--- config.mk ---
export PLATFORM = sky130hd
export DESIGN_NAME = fetch_ctrl
export DESIGN_NICKNAME = d
export VERILOG_FILES = /design/src/rtl/fetch_pkg.sv /design/src/rtl/fetch_queue.sv /design/src/rtl/fetch_ctrl.sv
export SDC_FILE = /design/constraint.sdc
export NUM_CORES = 1
export LEC_CHECK = 0
export CAP_MARGIN = 20
export CORE_UTILIZATION = 45
export CTS_CLUSTER_SIZE = 30
export DETAILED_ROUTE_END_ITERATION = 16
export GPL_ROUTABILITY_DRIVEN = 0
export HOLD_SLACK_MARGIN = 0.1
export PLACE_DENSITY = 0.74
export SYNTH_ARGS = -nofsm -noshare
export SYNTH_HDL_FRONTEND = slang
export SYNTH_SLANG_ARGS = --single-unit
--- constraint.sdc ---
create_clock -name clk -period 6.75 [get_ports clk]
set_input_delay 0.675 -clock clk [delete_from_list [all_inputs] [get_ports clk]]
set_output_delay 0.675 -clock clk [all_outputs]
set_load 0.01 [all_outputs]
--- src/rtl/fetch_pkg.sv ---
// Shared types for the instruction-fetch sequencer: controller states and queue entry layout.
package fetch_pkg;

  localparam int FETCH_QDEPTH = 2;

  typedef enum logic [1:0] {
    FETCH  = 2'd0,
    DRAIN  = 2'd1,
    HALTED = 2'd2,
    ERROR  = 2'd3
  } fetch_state_e;

  typedef struct packed {
    logic [31:0] pc;
    logic [31:0] inst;
  } fetch_entry_t;

endpackage

--- src/rtl/fetch_queue.sv ---
// Two-entry in-order buffer between fetch and decode; head visible the cycle after enqueue.
// Flush wins over enqueue/dequeue; the producer never enqueues into a full queue.
module fetch_queue
  import fetch_pkg::*;
(
  input  logic         clk,
  input  logic         rst,
  input  logic         enq,
  input  fetch_entry_t enq_dat,
  input  logic         deq,
  input  logic         flush,
  output logic         head_vld,
  output fetch_entry_t head_dat,
  output logic [1:0]   count
);

  fetch_entry_t slot0;
  fetch_entry_t slot1;

  assign head_vld = (count != 2'd0);
  assign head_dat = slot0;

  // slot0 is always the head; slot1 only holds data when count==2.
  always_ff @(posedge clk or posedge rst) begin
    if (rst) begin
      count <= 2'd0;
      slot0 <= '0;
      slot1 <= '0;
    end else if (flush) begin
      count <= 2'd0;
    end else begin
      case ({enq, deq})
        2'b10: begin
          if (count == 2'd0) slot0 <= enq_dat;
          else               slot1 <= enq_dat;
          count <= count + 2'd1;
        end
        2'b01: begin
          slot0 <= slot1;
          count <= count - 2'd1;
        end
        2'b11: begin
          if (count == 2'd1) begin
            slot0 <= enq_dat;
          end else begin
            slot0 <= slot1;
            slot1 <= enq_dat;
          end
        end
        default: ;
      endcase
    end
  end

endmodule

--- src/rtl/fetch_ctrl.sv ---
// Fetch sequencer: owns the PC, runs the single-outstanding imem handshake, feeds decode through
// a 2-entry queue (ack to if_valid in 1 cycle); stops requesting while the queue is full.
module fetch_ctrl
  import fetch_pkg::*;
#(
  parameter logic [31:0] RESET_PC  = 32'h0000_1000,
  parameter logic [31:0] HALT_INST = 32'h0000_0000,
  parameter bit          HALT_EN   = 1'b1
) (
  input  logic        clk,
  input  logic        rst,
  output logic        imem_req,
  output logic [31:0] imem_addr,
  input  logic        imem_ack,
  input  logic [31:0] imem_rdata,
  input  logic        imem_err,
  input  logic        redirect_valid,
  input  logic [31:0] redirect_pc,
  input  logic        stall_d,
  output logic        if_valid,
  output logic [31:0] if_pc,
  output logic [31:0] if_inst,
  output logic [31:0] fetch_pc,
  output logic        halt,
  output logic        err,
  output logic [31:0] if_count
);

  fetch_state_e state;
  logic [31:0]  target;
  logic [1:0]   occ;
  fetch_entry_t head;
  fetch_entry_t enq_dat;

  logic acc, consume, active, redir, bad_redir, mem_fault, is_halt, flush, enq;

  // In DRAIN fetch_pc still holds the address of the abandoned request, so addr stays put.
  assign imem_req  = !rst && ((state == FETCH && occ < 2'd2) || state == DRAIN);
  assign imem_addr = fetch_pc;

  assign acc       = imem_req && imem_ack;
  assign consume   = if_valid && !stall_d;
  assign active    = (state == FETCH) || (state == DRAIN);
  assign redir     = active && redirect_valid;
  assign bad_redir = redir && (redirect_pc[1:0] != 2'b00);
  assign mem_fault = acc && imem_err;
  assign is_halt   = HALT_EN && (imem_rdata == HALT_INST);
  assign flush     = mem_fault || redir;
  assign enq       = acc && !imem_err && !redir && (state == FETCH) && !is_halt;
  assign enq_dat   = '{pc: fetch_pc, inst: imem_rdata};

  fetch_queue u_queue (
    .clk      (clk),
    .rst      (rst),
    .enq      (enq),
    .enq_dat  (enq_dat),
    .deq      (consume && !flush),
    .flush    (flush),
    .head_vld (if_valid),
    .head_dat (head),
    .count    (occ)
  );

  assign if_pc   = head.pc;
  assign if_inst = head.inst;

  always_ff @(posedge clk or posedge rst) begin
    if (rst) begin
      state    <= FETCH;
      fetch_pc <= RESET_PC;
      target   <= '0;
      halt     <= 1'b0;
      err      <= 1'b0;
      if_count <= '0;
    end else begin
      if (consume) if_count <= if_count + 32'd1;
      case (state)
        FETCH, DRAIN: begin
          if (mem_fault) begin
            state <= ERROR;
            err   <= 1'b1;
          end else if (redir) begin
            if (bad_redir) begin
              state <= ERROR;
              err   <= 1'b1;
            end else if (!imem_req || acc) begin
              fetch_pc <= redirect_pc;
              state    <= FETCH;
            end else begin
              // Request still in flight: wait for its ack before moving the PC.
              target <= redirect_pc;
              state  <= DRAIN;
            end
          end else if (acc) begin
            if (state == DRAIN) begin
              fetch_pc <= target;
              state    <= FETCH;
            end else if (is_halt) begin
              state <= HALTED;
              halt  <= 1'b1;
            end else begin
              fetch_pc <= fetch_pc + 32'd4;
            end
          end
        end
        default: ;
      endcase
    end
  end

endmodule

After elaboration in Yosys (flattened, before gate mapping)

Cells that the tools add are included.
W data, S select, Z words.

Reductions and logical operators: 44
$add $sub $neg: 4
Equal/unequal tests: 11
Order comparisons: 1
Bitwise operators: 6
Mux-type cells: 24

Operator list:

| cell                    | count |
|---|---|
| $mux W64                | 4 |
| $mux W32                | 6 |
| $pmux W64 S3            | 1 |
| $pmux W64 S2            | 1 |
| $add A32 B1 Y32 const B | 1 |
| $add A32 B3 Y32 const B | 1 |
| $logic_not A32 Y1       | 1 |
| $mux W2                 | 7 |
| $logic_and A1 B1 Y1     | 12 |
| $reduce_and A6 Y1       | 2 |
| $reduce_bool A2 Y1      | 6 |
| $reduce_and A3 Y1       | 3 |
| $reduce_bool A3 Y1      | 3 |
| $logic_not A1 Y1        | 7 |
| $eq A2 B1 Y1 const B    | 3 |
| $ne A2 B2 Y1 const B    | 3 |
| $not A1 Y1              | 6 |
| $reduce_and A5 Y1       | 1 |
| $eq A2 B2 Y1 const B    | 2 |
| $logic_not A2 Y1        | 2 |
| $logic_or A1 B1 Y1      | 4 |
| $mux W1                 | 4 |
| $ne A2 B1 Y1 const B    | 2 |
| $pmux W2 S2             | 1 |
| 7 further kinds         | 7 |

Output and inout port bits: 164
Register bits after elaboration: 230

Longest topological paths before layout

Gate-level depths: netlist (run 1).

Depth after elaboration: 12
Mapped depth: 10
Gate-level depth less buffers: 7

Hierarchy

From an unflattened synthesis (run 1), not the netlist that was laid out.

Cells, all modules: 964
Area, all modules: 11648.7 um2

Modules (own cells, without submodules):

| module      | times used | area an instance (um2) | sequential area each (um2) | cells each |
|---|---|---|---|---|
| fetch_ctrl  | 1          | 5840.6                 | 2503.7                     | 601 |
| fetch_queue | 1          | 5808.1                 | 3253.1                     | 363 |

Worst setup path after synthesis (run 1)

Ideal clock, no wire load.

Path kind: input to register
Start: in redirect_valid
End: reg u_queue.slot0, in the netlist u_queue.head_dat[31]
Data required time: 6.625 ns
Slack: 4.088 ns
Arrival time: 2.538 ns
Setup time: 0.125 ns
Path buffers: 2
Cell stages on the path: 7
Cell sequence: buf_2 > or4b_4 > nor4b_4 > o211ai_1 > nand2_1 > buf_2 > mux2_2

Word-level cells in the longest chain between the ends: 8
Elaborated cells between the ends (all ways): 16
Classes of those cells: eq/ne: 4; mux: 1; bitwise: 1; reduce/logical: 10

RTL lines:

| element                                                      | line              | text |
|---|---|---|
| from (decl)                                                  | fetch_ctrl.sv:17  | `input logic redirect_valid,` |
| $logic_and A1 B1 Y1 *                                        | fetch_ctrl.sv:44  | `assign redir = active && redirect_valid;` |
| $logic_not A1 Y1                                             | fetch_ctrl.sv:49  | `assign enq = acc && !imem_err && !redir && (state == FETCH) && !is_halt;` |
| $logic_and A1 B1 Y1 (3 in series)                            | fetch_ctrl.sv:49  |  |
| $eq A2 B2 Y1 or $eq A2 B1 Y1 (tied branches)                 | fetch_queue.sv:32 | `case ({enq, deq})` |
| $ne A2 B1 Y1 (no line) or $reduce_bool A3 Y1 (tied branches) | --                |  |
| $reduce_and A3 Y1 (no line)                                  | --                |  |
| to (signal assigned)                                         | fetch_queue.sv:34 | `if (count == 2'd0) slot0 <= enq_dat;` |
| to (signal assigned)                                         | fetch_queue.sv:39 | `slot0 <= slot1;` |
| to (signal assigned)                                         | fetch_queue.sv:44 | `slot0 <= enq_dat;` |
| to (decl)                                                    | fetch_queue.sv:17 | `fetch_entry_t slot0;` |

Every way passes the cells marked *; elsewhere a longest branch is shown, timed or not.
A chain may end at the register's enable or synchronous reset.

Final worst setup path (run 1)

Start: reg u_queue.count[0]
End: reg u_queue.slot0, in the netlist u_queue.head_dat[25]

Word-level cells in the longest chain between the ends: 12
Elaborated cells between the ends (all ways): 26
Classes of those cells: order compare: 1; eq/ne: 5; mux: 2; bitwise: 1; reduce/logical: 17

RTL lines:

| element                                                      | line                               | text |
|---|---|---|
| from (decl)                                                  | fetch_queue.sv:14                  | `output logic [1:0] count` |
| from (signal assigned)                                       | fetch_queue.sv:36                  | `count <= count + 2'd1;` |
| from (signal assigned)                                       | fetch_queue.sv:40                  | `count <= count - 2'd1;` |
| $lt A2 B2 Y1                                                 | fetch_ctrl.sv:38                   | `assign imem_req = !rst && ((state == FETCH && occ < 2'd2) \|\| state == DRAIN);` |
| $logic_and A1 B1 Y1                                          | fetch_ctrl.sv:38                   |  |
| $logic_or A1 B1 Y1                                           | fetch_ctrl.sv:38                   |  |
| $logic_and A1 B1 Y1                                          | fetch_ctrl.sv:38                   |  |
| $logic_and A1 B1 Y1                                          | fetch_ctrl.sv:41                   | `assign acc = imem_req && imem_ack;` |
| $logic_and A1 B1 Y1, on equally long branches                | fetch_ctrl.sv:46, fetch_ctrl.sv:49 |  |
| $logic_or A1 B1 Y1 or $logic_and A1 B1 Y1 (tied branches)    | fetch_ctrl.sv:48, fetch_ctrl.sv:49 |  |
| $logic_not A1 Y1 or $logic_and A1 B1 Y1 (tied branches)      | fetch_ctrl.sv:57, fetch_ctrl.sv:49 |  |
| $logic_and A1 B1 Y1, on equally long branches                | fetch_ctrl.sv:57, fetch_ctrl.sv:49 |  |
| $eq A2 B2 Y1 or $eq A2 B1 Y1 (tied branches)                 | fetch_queue.sv:32                  |  |
| $ne A2 B1 Y1 (no line) or $reduce_bool A3 Y1 (tied branches) | --                                 |  |
| $reduce_and A3 Y1 (no line)                                  | --                                 |  |

Several ways; a longest one is shown, not always the timed one.

==> results by group, run 1 <==
Yosys
  – Post-Syn Nets: 1,263
  – Cell with the most instances after synthesis: dfrtp_1
  – Post-Syn Instances: 1,189
  – Most frequent cells after synthesis: dfrtp_1 (229), mux2i_1 (100), mux2_2 (70)
  – Area of the mapped netlist: 13,100 um^2
  – Seq cells post-synth: 230
  – Synth top area share: 43.8%
  – Synth async-reset ratio: 100%
  – Post-synth EDFFs: 0
  – Seq/Total Area, Yosys: 44.0%
  – Synth cell types: 66
  – Post-synthesis average cell area: 11.0 um^2
  – Synth top area cells: dfrtp_1 (44%), mux2i_1 (7.7%), mux2_4 (6.9%)
  – YS warnings: 0
  – Top FF cell, synth: dfrtp_1
  – Area leader, netlist: dfrtp_1

Worst setup path
  – Top delay family on crit path: compound AO/OA/AOI/OAI gates
  – Worst path required time: 7170 ps
  – Worst Path Max Fanout: 30
  – Crit path capture type: flop
  – Reg2Reg Depth: 8
  – Cell mode on critical path: buf_4
  – CP Cell Sequence: inv_1, ha_1, or2_2, a211oi_4, buf_4, a21oi_4, buf_4, o41ai_2
  – CP Class: reg2reg
  – CP arrival: 3910 ps
  – Worst path slowest cell: a211oi_4
  – Startpoint Class: flop
  – Buffer and inverter count on the worst path: 3
  – Critical path depth: 8
  – Crit-path max cell delay: 920 ps

STA
  – Final min period: 3490 ps
  – RSZ-0062 raised after global routing: false
  – Crit share post-route: 51.7%
  – Final Max Slew Viols: 0
  – Clk_skew: 10.5 ps
  – Min Hold Slack: 472 ps
  – Final setup TNS: 0 ps
  – Slew @ Worst Pin: 1090 ps
  – Slew headroom: 27.1%
  – Final worst slack: 3260 ps
  – Final setup viols: 0
  – Final hold vios: 0
  – F_max: 286 MHz

Clock network
  – Maximum clock path buffer count: 3
  – Hold_buf cts: 0
  – Postcts setup bufs: 0
  – CTS root buf: clkbuf_16
  – Worst-Skew Late Latency: 530 ps
  – CTS Buf Count: 26
  – Number of gates resized after cts: 0
  – TritonCTS Sinks: 230
  – Clock H-tree levels: 1
  – Clock-pin slew on the worst setup and hold paths: 60 ps
  – CTS tree: done

Status
  – Status: finished with violations
  – Violated checks: design-rule violations

Global routing
  – Initial antenna violation count: 3
  – Vias in the first global route: 10,200
  – All-Layer GR Usage: 22.9%
  – Largest net degree at the start of global routing: 64
  – GRT overflow: 0
  – Global-route wire length before repair: 55,700 um

Floorplanning
  – Die area: 29,800 um^2
  – Chip Height: 173 um
  – Rows: 62
  – Ports: 234
  – Starting density of the core: 45.7%
  – Core Box Area: 28,600 um^2
  – Die Wd: 173 um

Placed design
  – Post-Place Worst Slack: 2810 ps
  – HPWL after detailed placement: 22,500 um
  – Port Buf Inserts: 233

Min path
  – Hold Crit Class: reg2reg
  – Hold Path Cell Cnt: 1

Routing
  – # DRC: 2
  – Vias: 10,200
  – WL per Instance: 19.8 um
  – Post-Route WL: 34,500 um
  – DR iter-0 viols: 781
  – Number of vias per cell: 5.84
  – 1st-pass router iterations: 11
  – Final ANT Viol Nets: 0

Power
  – Total chip power: 6.44 mW
  – Pwr/cell area: 395 nW/um^2
  – Leak pwr: 7.36 nW
  – Worst vdd ir: 0.200 mV

Finish
  – Final nets: 1,411
  – Final Util: 56.9%
  – Share of layout cells above drive strength 1: 17.6%
  – Syn-to-layout area delta: 24.5%

Job
  – Number of max-cap violations: 0
[metal layers]
layer | track usage (%) | vias up | share of wire [%]
li1 | - | 4651 | -
met1 | 31.6 | 5117 | 44
met2 | 37.4 | 365 | 47
met3 | 4.51 | 34 | 7.0
met4 | 4.54 | 2 | 1.3
met5 | 0 | - | 0.023
[placed cells by master, fill, tap and decap left out, types with 6 or more instances in the layout]
master             n
nor2b_1           33
nand2_1           38
inv_1             12
clkbuf_8           7
nand3_1           53
xor2_1            12
clkdlybuf4s50_1  233
nand4_1           18
nor2_1            67
o41ai_2           26
a211oi_1          46
o31ai_1           11
dfrtp_1          229
and2_1             6
and4_1             6
a21oi_1           19
mux2_4            60
buf_4             21
clkbuf_1           9
xnor2_1           30
a31oi_1            7
nor3_1            40
nor4_1            20
or3_1              9
o21ai_0           35
o21ai_1            8
mux2_2            70
or4_1              8
a2bb2oi_1         11
mux2i_1          100
clkbuf_16         27
[flip-flops by register name, summed over array words and instances (netlist names)]
register,flops
if_count,32
u_queue.slot1,64
halt,1
u_queue.head_dat,64
u_queue.count,2
fetch_pc,32
target,32
state,2
err,1
[final cells by class]
class	count	area, um^2
clock inverters	4	95.1
diodes	2	5.00
inverters	13	52.6
flip-flops and latches	230	5760
clock buffers	43	806
well taps	384	480
multi-input cells	812	6600
repair buffers	254	2490
fillers	2370	12300
[stage by stage]
stage | cells | cell area, um^2
after detailed placement | 1693 | 15400
after floorplan | 1189 | 13100
final | 1742 | 16300
after CTS | 1740 | 16300
after global routing | 1740 | 16300
after global placement | 1693 | 15400
[logic make-up after synthesis]
kind of cell             count (synthesis)  synth area share (%)
adder cells (fa/ha/maj)                  4                 0.383
XOR/XNOR                                42                  2.81
AO/OA/AOI/OAI                          206                  12.6
buffers and inverters                  147                  5.96
multiplexers                           234                  20.9
flip-flops                             230                  44.0
AND/OR/NAND/NOR                        326                  13.3
[worst paths after layout]
kind,slack (ps),startpoint,end
max,3260,u_queue.count[0]$_DFFE_PP0P_,u_queue.head_dat[25]$_DFFE_PP0P_
min,470,if_count[31]$_DFFE_PP0P_,if_count[31]$_DFFE_PP0P_
max reg2reg,3260,u_queue.count[0]$_DFFE_PP0P_,u_queue.head_dat[25]$_DFFE_PP0P_
min reg2reg,470,if_count[31]$_DFFE_PP0P_,if_count[31]$_DFFE_PP0P_
max in group asynchronous,4510,rst,target[2]$_DFFE_PP0P_
min in group asynchronous,900,rst,u_queue.head_dat[29]$_DFFE_PP0P_
[power breakdown]
part | total [mW] | switching [mW] | internal (mW)
Sequential | 2.24 | 0.478 | 1.77
Combinational | 2.71 | 1.25 | 1.46
Clock | 1.49 | 0.566 | 0.922
Total | 6.44 | 2.29 | 4.15
No activity file was read; power rests on OpenSTA's default activity.
==> run 2: changes to the inputs <==
==> constraint.sdc (replaced) <==
create_clock -name clk -period 2.9 [get_ports clk]
set_input_delay 0.29 -clock clk [delete_from_list [all_inputs] [get_ports clk]]
set_output_delay 0.29 -clock clk [all_outputs]
set_load 0.01 [all_outputs]
==> run 2 against run 1 <==
Effect of this change: the run now ends clean; final cell count increased by 3.0%; global-route usage increased by 0.51 points; non-clock buffer count increased by 49; critical path depth decreased by 2; utilization increased by 1.8 points; clock power increased by 120%; count of clock-buffer cells in the layout decreased by 2; total power increased by 140%; critical endpoint is now fetch_pc[3]$_DFFE_PP0P_.
==> results by group, run 2 (synthesized netlist as in run 1, its figures left out) <==
Power
  – Pwr/cell area: 903 nW/um^2 (+130%)
  – Leak pwr: 7.66 nW (+4.0%)
  – Total chip power: 15.2 mW (+140%)
  – Worst vdd ir: 0.658 mV (+230%)

Routing
  – Post-Route WL: 35,200 um (+1.9%)
  – # DRC: 0 (-2)
  – DR iter-0 viols: 626 (-20%)
  – 1st-pass router iterations: 4 (-7)
  – Final ANT Viol Nets: 0 (unchanged)
  – Number of vias per cell: 5.79 (-0.86%)
  – Vias: 10,400 (+2.1%)
  – WL per Instance: 19.6 um (-1.1%)

Finish
  – Final instance area: 16,800 um^2 (+3.1%)
  – Syn-to-layout area delta: 28.4%
  – Final Util: 58.7% (+1.8 points)
  – Share of layout cells above drive strength 1: 20.7% (+3.1 points)
  – Commonest non-fill, non-tap cells in the layout: clkdlybuf4s50_1 (233), dfrtp_1 (229), mux2i_1 (100), mux2_2 (70), nor2_1 (67)
  – Sequential cell area: 5760 um^2 (unchanged)
  – Fillers: 2,352 (-0.76%)
  – Most common cell after layout, fill and taps aside: clkdlybuf4s50_1
  – Area of the multi-input gates: 6600 um^2 (unchanged)
  – Final nets: 1,461 (+3.5%)

Worst setup path
  – CP Class: reg2reg
  – CP arrival: 3000 ps (-910 ps)
  – CP Cell Sequence: buf_4, nand2b_1, a2bb2oi_1, o211ai_1, nor2_2, mux2_2
  – Top delay family on crit path: simple AND/OR/NAND/NOR gates
  – Worst Path Max Fanout: 16 (-47%)
  – Buffer and inverter count on the worst path: 1 (-2)
  – Startpoint Class: flop
  – Crit-path max cell delay: 760 ps (-160 ps)
  – Crit path capture type: flop
  – Worst path required time: 3310 ps (-3860 ps)
  – Worst path slowest cell: nor2_2

Clock network
  – CTS Buf Count: 27 (+3.8%)
  – TritonCTS Sinks: 230 (unchanged)
  – Maximum clock path buffer count: 3 (unchanged)
  – Worst-Skew Late Latency: 540 ps (about the same)
  – Clock H-tree levels: 1 (unchanged)
  – Number of gates resized after cts: 0 (unchanged)
  – Postcts setup bufs: 0 (unchanged)
  – Clock-pin slew on the worst setup and hold paths: 60 ps (about the same)
  – CTS tree: done
  – Hold_buf cts: 0 (unchanged)
  – CTS root buf: clkbuf_16

Global routing
  – GRT overflow: 0 (unchanged)
  – Largest net degree at the start of global routing: 109 (+70%)
  – Initial antenna violation count: 4 (+1)
  – Met1 GRT Util: 31.4% (-0.23 points)
  – Grt peak-use layer: met2
  – Global Route met3 Usage: 4.84% (+0.33 points)
  – All-Layer GR Usage: 23.4% (+0.51 points)
  – Global-route wire length before repair: 57,000 um (+2.3%)
  – Grt met2 use: 39.2% (+1.8 points)
  – Vias in the first global route: 10,300 (+1.2%)

STA
  – Final hold vios: 0 (unchanged)
  – RSZ-0062 raised after global routing: false
  – Final worst slack: 314 ps (-2950 ps)
  – F_max: 387 MHz (+35%)
  – Final Max Slew Viols: 0 (unchanged)
  – Slew headroom: 38.0% (+11 points)
  – Final min period: 2590 ps (-905 ps)
  – Clk_skew: 22.2 ps (+11.6 ps)
  – Crit share post-route: 89.2% (+37 points)
  – Slew @ Worst Pin: 929 ps (-161 ps)
  – Final setup viols: 0 (unchanged)

Floorplanning
  – Rows: 62 (unchanged)
  – Chip Height: 173 um (unchanged)
  – Die Wd: 173 um (unchanged)
  – Starting density of the core: 45.7% (unchanged)
  – Core Box Area: 28,600 um^2 (unchanged)
  – Ports: 234 (unchanged)
  – Die area: 29,800 um^2 (unchanged)

Job
  – Number of max-cap violations: 0 (unchanged)

Placed design
  – Placed Area: 15,900 um^2 (+3.5%)
  – HPWL after detailed placement: 23,200 um (+3.1%)
  – Port Buf Inserts: 233 (unchanged)
  – Post-Place Worst Slack: 70.9 ps (-2740 ps)

Status
  – Status: complete, no violations

Min path
  – Hold Crit Class: in2async
run 2: cell types whose count changed in the layout (fill, tap and decap cells not counted):
cell | previous run | this run
clkbuf_8 | 7 | 6
clkbuf_1 | 9 | 8
clkinvlp_4 | 1 | 2
buf_12 | 0 | 14
clkinv_2 | 1 | 6
inv_6 | 0 | 1
buf_4 | 21 | 56
bufinv_16 | 3 | 1
run 2: final timing paths:
check                                    startpoint                               end  slack [ps]  depth (start not counted)
min reg2reg                if_count[31]$_DFFE_PP0P_          if_count[31]$_DFFE_PP0P_         470                          1
max reg2reg                    state[0]$_DFFE_PP0P_           fetch_pc[3]$_DFFE_PP0P_         310                          6
min                                             rst      u_queue.count[0]$_DFFE_PP0P_         150                          3
max in group asynchronous                       rst  u_queue.head_dat[54]$_DFFE_PP0P_        1870                          4
max                            state[0]$_DFFE_PP0P_           fetch_pc[3]$_DFFE_PP0P_         310                          6
min in group clk                    redirect_pc[10]          fetch_pc[10]$_DFFE_PP0P_         370                          3
run 2: routing by layer:
layer,vias to the layer above,wire (um)
met5,-,30
met4,4,520
met3,46,2400
met2,345,16700
met1,5246,15500
li1,4741,-
run 2: final cells by class:
| class | instances | area share [%] |
|---|---|---|
| Antenna cell | 2 | 0.0298 |
| Clock buffer | 41 | 4.69 |
| Clock inverter | 9 | 0.454 |
| Inverter | 13 | 0.313 |
| Multi-Input combinational cell | 812 | 39.3 |
| Sequential cell | 230 | 34.3 |
| Tap cell | 384 | 2.86 |
| Timing Repair Buffer | 303 | 18.1 |
run 2: where the power goes:
| group | internal, mW | switching, mW |
|---|---|---|
| Sequential | 4.12 | 0.855 |
| Clock | 1.96 | 1.36 |
| Combinational | 3.68 | 3.20 |
| Total | 9.75 | 5.41 |
run 2: tightest hold or removal path: cells and delay by family:
family,cells,cell delay [ps]
buffers and inverters,3,760
run 2: metrics by stage:
step | cells | TNS [ps] | hold slack, ps
2_1_floorplan | 1189 | -90940 | 422
3_3_place_gp | 1742 | 0 | 445
3_5_place_dp | 1742 | 0 | 454
4_1_cts | 1792 | 0 | 131
5_1_grt | 1793 | 0 | 165
6_report | 1794 | 0 | 150
